$ cat config.mk
export PLATFORM = sky130hd
export DESIGN_NAME = soc_periph_evt_tx
export DESIGN_NICKNAME = d
export VERILOG_FILES = /design/src/rtl/soc_periph_evt_tx.sv
export SDC_FILE = /design/constraint.sdc
export NUM_CORES = 1
export LEC_CHECK = 0
export CAP_MARGIN = 30
export CELL_PAD_IN_SITES_DETAIL_PLACEMENT = 0
export CELL_PAD_IN_SITES_GLOBAL_PLACEMENT = 1
export CORE_AREA = 2 2 103 105
export DETAILED_ROUTE_END_ITERATION = 12
export DIE_AREA = 0 0 105 107
export PLACE_DENSITY_LB_ADDON = 0.1
export SYNTH_ARGS = -nofsm -noshare
export SYNTH_HDL_FRONTEND = slang
export SYNTH_SLANG_ARGS = --single-unit
$ cat constraint.sdc
create_clock -name clk_i -period 15.8 [get_ports clk_i]
set_input_delay 3.16 -clock clk_i [delete_from_list [all_inputs] [get_ports clk_i]]
set_output_delay 3.16 -clock clk_i [all_outputs]
set_load 0.005 [all_outputs]
$ cat src/rtl/soc_periph_evt_tx.sv
// SoC-side event transmitter: captures peripheral event pulses, grants them round-robin into
// a small FIFO and drains it over valid/ready. Optional lost-event counter: SOC_PERIPH_EVT_TX_LOST_CNT_EN.
module soc_periph_evt_tx #(
    parameter int NB_SRC     = 16,
    parameter int EVNT_WIDTH = 8,
    parameter int ID_BASE    = 0,
    parameter int FIFO_DEPTH = 4
) (
    input  logic                  clk_i,
    input  logic                  rst_i,
    input  logic [NB_SRC-1:0]     evt_i,
    input  logic [NB_SRC-1:0]     evt_mask_i,
    output logic                  soc_periph_evt_valid_o,
    input  logic                  soc_periph_evt_ready_i,
    output logic [EVNT_WIDTH-1:0] soc_periph_evt_data_o,
    output logic                  lost_evt_o,
    output logic [15:0]           lost_cnt_o,
    input  logic                  lost_cnt_clr_i
);

    localparam int PTR_W = (NB_SRC > 1) ? $clog2(NB_SRC) : 1;
    localparam int AW    = $clog2(FIFO_DEPTH);

    localparam logic [PTR_W:0]        LP_NB      = (PTR_W+1)'(NB_SRC);
    localparam logic [PTR_W-1:0]      LP_LAST    = PTR_W'(NB_SRC - 1);
    localparam logic [PTR_W-1:0]      LP_PTR_ONE = PTR_W'(1);
    localparam logic [AW-1:0]         LP_A_ONE   = AW'(1);
    localparam logic [AW:0]           LP_C_ONE   = (AW+1)'(1);
    localparam logic [AW:0]           LP_DEPTH   = (AW+1)'(FIFO_DEPTH);
    localparam logic [EVNT_WIDTH-1:0] LP_ID_BASE = EVNT_WIDTH'(ID_BASE);

    logic [NB_SRC-1:0]     r_pending;
    logic [PTR_W-1:0]      r_ptr;
    logic [EVNT_WIDTH-1:0] r_mem [FIFO_DEPTH];
    logic [AW-1:0]         r_wr_ptr;
    logic [AW-1:0]         r_rd_ptr;
    logic [AW:0]           r_count;
    logic                  r_lost_evt;

    logic [NB_SRC-1:0]     w_cap;
    logic [2*NB_SRC-1:0]   w_pend_dbl;
    logic [NB_SRC-1:0]     w_pend_rot;
    logic [PTR_W-1:0]      w_off;
    logic                  w_any;
    logic [PTR_W:0]        w_gnt_sum;
    logic [PTR_W:0]        w_gnt_wrap;
    logic [PTR_W-1:0]      w_gnt_idx;
    logic [NB_SRC-1:0]     w_gnt_oh;
    logic [EVNT_WIDTH-1:0] w_push_id;
    logic                  w_full;
    logic                  w_empty;
    logic                  w_push;
    logic                  w_pop;
    logic [NB_SRC-1:0]     w_lost;

    assign w_cap   = evt_i & evt_mask_i;
    assign w_full  = (r_count == LP_DEPTH);
    assign w_empty = (r_count == '0);

    // Rotate pending so the pointer position lands at bit 0, then take the lowest set bit.
    assign w_pend_dbl = {r_pending, r_pending} >> r_ptr;
    assign w_pend_rot = w_pend_dbl[NB_SRC-1:0];

    always_comb begin
        w_off = '0;
        w_any = 1'b0;
        for (int k = NB_SRC - 1; k >= 0; k--) begin
            if (w_pend_rot[k]) begin
                w_off = PTR_W'(k);
                w_any = 1'b1;
            end
        end
    end

    assign w_gnt_sum  = {1'b0, w_off} + {1'b0, r_ptr};
    assign w_gnt_wrap = w_gnt_sum - LP_NB;
    assign w_gnt_idx  = (w_gnt_sum >= LP_NB) ? w_gnt_wrap[PTR_W-1:0] : w_gnt_sum[PTR_W-1:0];

    assign w_push    = w_any & ~w_full;
    assign w_pop     = ~w_empty & soc_periph_evt_ready_i;
    assign w_gnt_oh  = w_push ? (NB_SRC'(1) << w_gnt_idx) : '0;
    assign w_push_id = LP_ID_BASE + EVNT_WIDTH'(w_gnt_idx);

    // A source re-firing while still pending and not granted this cycle loses that event.
    assign w_lost = w_cap & r_pending & ~w_gnt_oh;

    always_ff @(posedge clk_i or posedge rst_i) begin
        if (rst_i) begin
            r_pending  <= '0;
            r_ptr      <= '0;
            r_lost_evt <= 1'b0;
        end else begin
            r_pending  <= (r_pending & ~w_gnt_oh) | w_cap;
            r_lost_evt <= |w_lost;
            if (w_push) begin
                r_ptr <= (w_gnt_idx == LP_LAST) ? '0 : (w_gnt_idx + LP_PTR_ONE);
            end
        end
    end

    always_ff @(posedge clk_i or posedge rst_i) begin
        if (rst_i) begin
            r_wr_ptr <= '0;
            r_rd_ptr <= '0;
            r_count  <= '0;
        end else begin
            if (w_push) begin
                r_wr_ptr <= r_wr_ptr + LP_A_ONE;
            end
            if (w_pop) begin
                r_rd_ptr <= r_rd_ptr + LP_A_ONE;
            end
            case ({w_push, w_pop})
                2'b10:   r_count <= r_count + LP_C_ONE;
                2'b01:   r_count <= r_count - LP_C_ONE;
                default: r_count <= r_count;
            endcase
        end
    end

    // Storage carries no reset; visibility is governed entirely by r_count.
    always_ff @(posedge clk_i) begin
        if (w_push) begin
            r_mem[r_wr_ptr] <= w_push_id;
        end
    end

    assign soc_periph_evt_valid_o = ~w_empty;
    assign soc_periph_evt_data_o  = w_empty ? '0 : r_mem[r_rd_ptr];
    assign lost_evt_o             = r_lost_evt;

`ifdef SOC_PERIPH_EVT_TX_LOST_CNT_EN
    logic [15:0] r_lost_cnt;
    logic [16:0] w_lost_pc;
    logic [16:0] w_cnt_sum;

    always_comb begin
        w_lost_pc = '0;
        for (int k = 0; k < NB_SRC; k++) begin
            w_lost_pc = w_lost_pc + 17'(w_lost[k]);
        end
    end

    assign w_cnt_sum = {1'b0, r_lost_cnt} + w_lost_pc;

    // Clear wins over the old value but still counts losses of the clearing cycle.
    always_ff @(posedge clk_i or posedge rst_i) begin
        if (rst_i) begin
            r_lost_cnt <= '0;
        end else if (lost_cnt_clr_i) begin
            r_lost_cnt <= w_lost_pc[15:0];
        end else if (w_cnt_sum[16]) begin
            r_lost_cnt <= 16'hFFFF;
        end else begin
            r_lost_cnt <= w_cnt_sum[15:0];
        end
    end

    assign lost_cnt_o = r_lost_cnt;
`else
    logic w_unused_clr;
    assign w_unused_clr = lost_cnt_clr_i;
    assign lost_cnt_o   = '0;
`endif

endmodule

**Word-level counts from Yosys, hierarchy flattened**

Memories as Yosys holds them, arrays and structs flattened.
Cells that the tools add are included.

- Memories kept: 1
- Output and inout port bits: 26
- Logic and storage cells: 73
- Bits in writable memories: 16
- Bits in registers: 28
- Input port bits: 36

Memories:

| memory | depth | width | rd ports | clocked after memory_dff | write ports | line | text |
|---|---|---|---|---|---|---|---|
| r_mem | 4 | 4 | 1 | 0 | 1 | 34 | `logic [EVNT_WIDTH-1:0] r_mem [FIFO_DEPTH];` |

- Reduce and logical (&&, ||, !) cells: 3
- Shifts and indexed selects: 2
- Bitwise logic cells: 10
- Equal/unequal tests: 4
- Mux-type cells: 39
- $lt $le $gt $ge: 1
- $add $sub $neg: 7

Operator list:

| operator | count |
|---|---|
| 4-bit 2-to-1 mux | 18 |
| 16-bit bitwise AND | 4 |
| 32-bit by 4-bit >> shifter with 16-bit output | 1 |
| 1-bit 2-to-1 mux | 18 |
| 16-bit 2-to-1 mux | 1 |
| 16-bit inverter | 1 |
| 16-bit OR | 1 |
| 16-bit OR reduction | 1 |
| 1-bit by 4-bit left shift with 16-bit output (first input constant) | 1 |
| 8-bit 2-to-1 mux | 1 |
| 3-bit one-hot mux with 2 select lines | 1 |
| 4-bit by 4-bit adder with 5-bit output | 1 |
| 5-bit >= comparator (second input constant) | 1 |
| 2-bit by 1-bit adder with 2-bit output (second input constant) | 2 |
| 4-bit by 1-bit adder with 4-bit output (second input constant) | 1 |
| 4-bit == test (second input constant) | 1 |
| 4-bit by 1-bit subtractor with 4-bit output (second input constant) | 1 |
| 3-bit by 1-bit adder with 3-bit output (second input constant) | 1 |
| 3-bit == test (second input constant) | 1 |
| 3-bit zero test | 1 |
| 3-bit by 1-bit subtractor with 3-bit output (second input constant) | 1 |
| 1-bit bitwise AND | 2 |
| 2-bit by 1-bit == test with 1-bit output (second input constant) | 1 |
| 2-bit == test (second input constant) | 1 |
| 2 further kinds | 3 |

**Depth between registers and ports, before layout**

- Word-level depth: 25
- Depth in mapped cells: 23
- Gate-level depth less buffers: 20

**Least setup slack after synthesis**

Ideal clock, no wire load.

- Path type: reg-to-reg
- From: register r_ptr[1]
- To: register r_lost_evt, in the netlist lost_evt_o
- Stages on the path, launching flop included: 23
- Setup time: 0.140 ns
- Data required time: 15.660 ns
- Data arrival time: 4.852 ns
- Path slack: 10.809 ns
- Buffers on the path: 4
- Clock period less this slack: 4.991 ns
- Cell sequence: dfrtp_1 -> buf_6 -> buf_8 -> buf_4 -> mux4_2 -> nand2_1 -> a31oi_1 -> o31a_1 -> a2111oi_0 -> a311oi_1 -> o21ai_0 -> o2bb2ai_1 -> ha_1 -> fa_1 -> inv_1 -> ha_1 -> buf_1 -> nand3_1 -> a21oi_1 -> a211oi_1 -> or4_1 -> nor4_1 -> nand4_1

- Longest elaborated chain between the ends: 25
- Elaborated cells between the ends (all ways): 43
- Classes of those cells: 2 x add/sub; 1 x order compare; 2 x shift; 34 x mux; 3 x bitwise; 1 x reduce/logical

Ends and longest elaborated chain:

| element | line | text |
|---|---|---|
| start: declaration | 33 | `logic [PTR_W-1:0] r_ptr;` |
| start signal: assignment | 96 | `r_ptr <= (w_gnt_idx == LP_LAST) ? '0 : (w_gnt_idx + LP_PTR_ONE);` |
| 32-bit by 4-bit >> shifter with 16-bit output | 61 | `assign w_pend_dbl = {r_pending, r_pending} >> r_ptr;` |
| 4-bit 2-to-1 mux (16 in a row) | 68 | `if (w_pend_rot[k]) begin` |
| 4-bit by 4-bit adder with 5-bit output (*) | 75 | `assign w_gnt_sum = {1'b0, w_off} + {1'b0, r_ptr};` |
| 4-bit by 1-bit subtractor with 4-bit output / 5-bit >= comparator (equally long branches) | 76, 77 |  |
| 4-bit 2-to-1 mux (*) | 77 | `assign w_gnt_idx = (w_gnt_sum >= LP_NB) ? w_gnt_wrap[PTR_W-1:0] : w_gnt_sum[PTR_W-1:0];` |
| net w_gnt_idx[1] | 47 | `logic [PTR_W-1:0] w_gnt_idx;` |
| 1-bit by 4-bit left shift with 16-bit output (*) | 81 | `assign w_gnt_oh = w_push ? (NB_SRC'(1) << w_gnt_idx) : '0;` |
| 16-bit 2-to-1 mux (*) | 81 |  |
| 16-bit inverter (*) | 85 | `assign w_lost = w_cap & r_pending & ~w_gnt_oh;` |
| 16-bit bitwise AND (*) | 85 |  |
| 16-bit OR reduction (*) | 94 | `r_lost_evt <= \|w_lost;` |
| end signal: assignment | 94 |  |
| end: declaration | 38 | `logic r_lost_evt;` |

The timed path passes the listed nets; every way through them passes the cells marked *.
A chain may end at the register's enable or synchronous reset.

**Final worst setup path**

- From: register r_ptr[0]
- To: register r_lost_evt, in the netlist lost_evt_o

- Longest elaborated chain between the ends: 25
- Elaborated cells between the ends (all ways): 43
- Classes of those cells: 2 x add/sub; 1 x order compare; 2 x shift; 34 x mux; 3 x bitwise; 1 x reduce/logical

Ends and longest elaborated chain:

| element | line |
|---|---|
| 32-bit by 4-bit >> shifter with 16-bit output | 61 |
| 4-bit 2-to-1 mux (16 in a row) | 68 |
| 4-bit by 4-bit adder with 5-bit output | 75 |
| 4-bit by 1-bit subtractor with 4-bit output / 5-bit >= comparator (equally long branches) | 76, 77 |
| 4-bit 2-to-1 mux | 77 |
| 1-bit by 4-bit left shift with 16-bit output | 81 |
| 16-bit 2-to-1 mux (*) | 81 |
| 16-bit inverter (*) | 85 |
| 16-bit bitwise AND (*) | 85 |
| 16-bit OR reduction (*) | 94 |

Every way passes the cells marked *; elsewhere a longest branch is shown, timed or not.

==> summary.md <==
| Metric | Value |
|---|---|
| Routed vias/inst | 5.61 |
| Area Growth Syn to Fin | 13.1% |
| Critical path required time | between 15 and 20 ns |
| FFs w/ async S/R, synth | 0.636 |
| TritonCTS clock tree | built |
| RSZ-0062 raised after global routing | no |
| Ant. Diodes | 0 |
| Most common cell on crit path | a31oi_1 |
| Share of layout cells above drive strength 1 | 0.110 |
| Vias in the first global route | around 3100 |
| Critical path class | reg -> reg |
| Critical-path cell list | inv_1, o311ai_0, a31oi_1, o31a_1, a2111oi_0, a311oi_1, o21ai_0, o2bb2ai_1, ha_1, a21o_1, a21oi_1, xnor2_1, nand3_1, a31oi_1, a211oi_1, or4_1, nor4_1, nand4_1 |
| Synth unique cells | between 60 and 70 |
| Post-DP HPWL | between 7 and 8 mm |
| Final wirelength | between 10 and 15 mm |
| Ports | 62 |
| Die area | 11200 µm² |
| Sequential area share after synthesis | 0.300 |
| Initial antenna violation count | 0 |
| # DRC | 0 |
| Number of flops mapped to enable cells by yosys | 16 |
| CTS resizes | 0 |
| H-tree levels | 2 |
| Worst Hold Class | reg -> reg |
| CP startpoint kind | flip-flop |
| Synthesized flop and latch total | between 40 and 50 |
| Syn_area_per_cell | between 9 and 10 µm² |
| Setup_tns | 0 ns |
| # hold bufs at CTS | 0 |
| Overflow after GRT | 0 |
| Final setup vio count | 0 |
| Worst Clk Skew | between 0.003 and 0.004 ns |
| Slowest stage cell, crit path | dfrtp_1 |
| R2r setup slk | between 9 and 10 ns |
| TritonRoute pass-1 iters | 4 |
| RD Place Congestion | just under 0.9 |
| Number of max-cap violations | 0 |
| DR iter-0 viols | 205 |
| Final min period | 5.89 ns |
| Post-CTS Setup Bufs | 0 |
| Fin. Hold Viols | 0 |
| Cells on Worst Hold Path | 1 |
| Critical path's largest stage delay | roughly 0.8 ns |
| Max-slew violations | 0 |
| Reg-to-reg startpoint | r_ptr[0] |
| Largest net degree at the start of global routing | 30 |
| Worst R2R End | lost_evt_o |
| Gr usage total | 0.188 |
| Die width | between 100 and 150 µm |
| Result of the run | finished clean |
| Filler cells | 1042 |
| Clk slew on worst S/H paths | 0.09 ns |
| Worst Hold Launch | r_count[2] |
| Worst path arrival time | about 6 ns |
| Max-slew headroom | 0.357 |
| Vias | 3255 |
| Root buffer cell | clkbuf_8 |
| Yosys warning count | 0 |
| Synthesized area | around 3900 µm² |
| Buffers on Ports | 40 |
| Final period utilization | 0.373 |
| Clk sink count | 44 |
| Clk buf depth | 2 |
| Worst path buffer plus inverter count | 1 |
| Placeable Area | 10100 µm² |
| Avg WL per Cell | 17.5 µm |
| First-pass GRT wire length | 16.6 mm |
| DRT antenna net count | 0 |
| Inserted Clock Buffers | 5 |
| Starting density of the core | 0.391 |
| Fmax | about 170 MHz |
| CP endpoint kind | flip-flop |
| Hold EP | r_count[2] |
| Mapped Cells | around 420 |
| Standard-cell rows | 37 |
| Die H | ~110 µm |
| NumNets Final | a little under 500 |
| Max FO, Critical Path | 20 |
| Reg2Reg Depth | 18 |
| Worst skew pair latency | roughly 0.30 ns |
| Slew @ Worst Pin | between 0.9 and 1 ns |
| Most used DFF post-synth | dfrtp_1 |
| Critical path's top delay family | compound AO/OA/AOI/OAI gates |
[how the worst max path moves through the flow]
stage	from	end	slack [ns]	cells after the start
after floorplan	r_ptr[1]	lost_evt_o	10.81	22
after global placement	r_ptr[2]	lost_evt_o	9.64	20
after detailed placement	r_ptr[0]	lost_evt_o	9.90	18
after CTS	r_ptr[0]	lost_evt_o	9.86	18
after global routing	r_ptr[0]	lost_evt_o	9.23	18
final	r_ptr[0]	lost_evt_o	9.91	18
[per-stage QoR]
stage               utilization  area, µm²  setup slack (ns)  cells  hold WS, ns
global route              0.442       4460              9.23    580        0.521
global placement          0.428       4320              9.64    571        0.471
detailed placement        0.430       4340              9.90    572        0.481
floorplan                     -       4010             10.81    435        0.449
CTS                       0.442       4460              9.86    580        0.496
finish                    0.442       4460              9.91    580        0.496
[layout by cell type (no fill, tap or decap), types with 3 or more instances in the layout]
master / count
a22oi_1: 5
nand2_1: 45
nor2b_1: 3
nor2_1: 18
ha_1: 13
o21a_1: 3
nor4_1: 5
clkbuf_8: 5
a41oi_1: 4
edfxtp_1: 16
xor2_1: 3
a21oi_1: 24
buf_4: 3
a21o_1: 8
mux2_2: 19
dfrtp_1: 28
a221oi_1: 4
inv_1: 13
a311oi_1: 3
nor3_1: 4
nand3_1: 24
a31oi_1: 7
a211oi_1: 6
clkdlybuf4s50_1: 40
o21ai_0: 13
a22o_1: 17
conb_1: 20
and2_1: 12
mux2i_1: 18
and3_1: 5
xnor2_1: 7
mux4_2: 10
[area by class of cell]
class	instances	area, µm²	share of cell area
Multi-Input combinational cell	334	2490	0.558
Timing Repair Buffer	44	450	0.101
Clock buffer	5	68.8	0.0154
Sequential cell	44	1180	0.265
Tap cell	136	170	0.0382
Inverter	14	52.6	0.0118
Clock inverter	3	46.3	0.0104
[routing by layer]
metal / global-route usage / up-vias / wire (µm)
li1: - / 1591 / -
met1: 0.275 / 1574 / 5000
met2: 0.295 / 81 / 4710
met3: 0.0237 / 9 / 352
met4: 0.0438 / 0 / 110
met5: 0 / - / 0
[cell usage after synthesis (5+ instances only)]
cell type / number / area share
buf_2: 5 / 0.0063
a22o_1: 17 / 0.038
nand2_1: 45 / 0.043
clkbuf_1: 8 / 0.0076
mux2_2: 19 / 0.054
and3_1: 5 / 0.0079
and2_1: 12 / 0.019
xnor2_1: 7 / 0.016
a21oi_1: 24 / 0.030
a31oi_1: 7 / 0.011
inv_1: 13 / 0.012
mux4_2: 10 / 0.057
buf_4: 22 / 0.042
nand3_1: 24 / 0.030
o21ai_0: 13 / 0.017
a211oi_1: 6 / 0.011
edfxtp_1: 16 / 0.12
nor4_1: 5 / 0.0079
a21o_1: 8 / 0.015
dfrtp_1: 28 / 0.18
ha_1: 13 / 0.041
nor2_1: 18 / 0.017
a22oi_1: 5 / 0.0095
mux2i_1: 18 / 0.046
[cell families after synthesis]
group,Yosys count,synth area share
compound gates,110,0.198
xor+xnor,10,0.0222
fa+ha+maj,15,0.0514
buf+inv,57,0.0873
flops,44,0.300
mux,51,0.180
other cells,1,0.000951
simple gates,128,0.161
[worst reg2reg max path, stage by stage (launching register included)]
cell,delay (ns)
dfrtp_1,0.78
inv_1,0.41
o311ai_0,0.58
a31oi_1,0.17
o31a_1,0.28
a2111oi_0,0.43
a311oi_1,0.11
o21ai_0,0.20
o2bb2ai_1,0.16
ha_1,0.21
a21o_1,0.12
a21oi_1,0.11
xnor2_1,0.77
nand3_1,0.18
a31oi_1,0.20
a211oi_1,0.07
or4_1,0.56
nor4_1,0.29
nand4_1,0.12
[flip-flops by register name (all words and copies together) (netlist names)]
name	cells
r_mem	16
r_pending	16
r_ptr	4
r_count	3
r_rd_ptr	2
r_wr_ptr	2
lost_evt_o	1
Power is left out: the tool's default activity adds up to more than one toggle a clock period on the data nets, which glitch-free logic cannot reach.
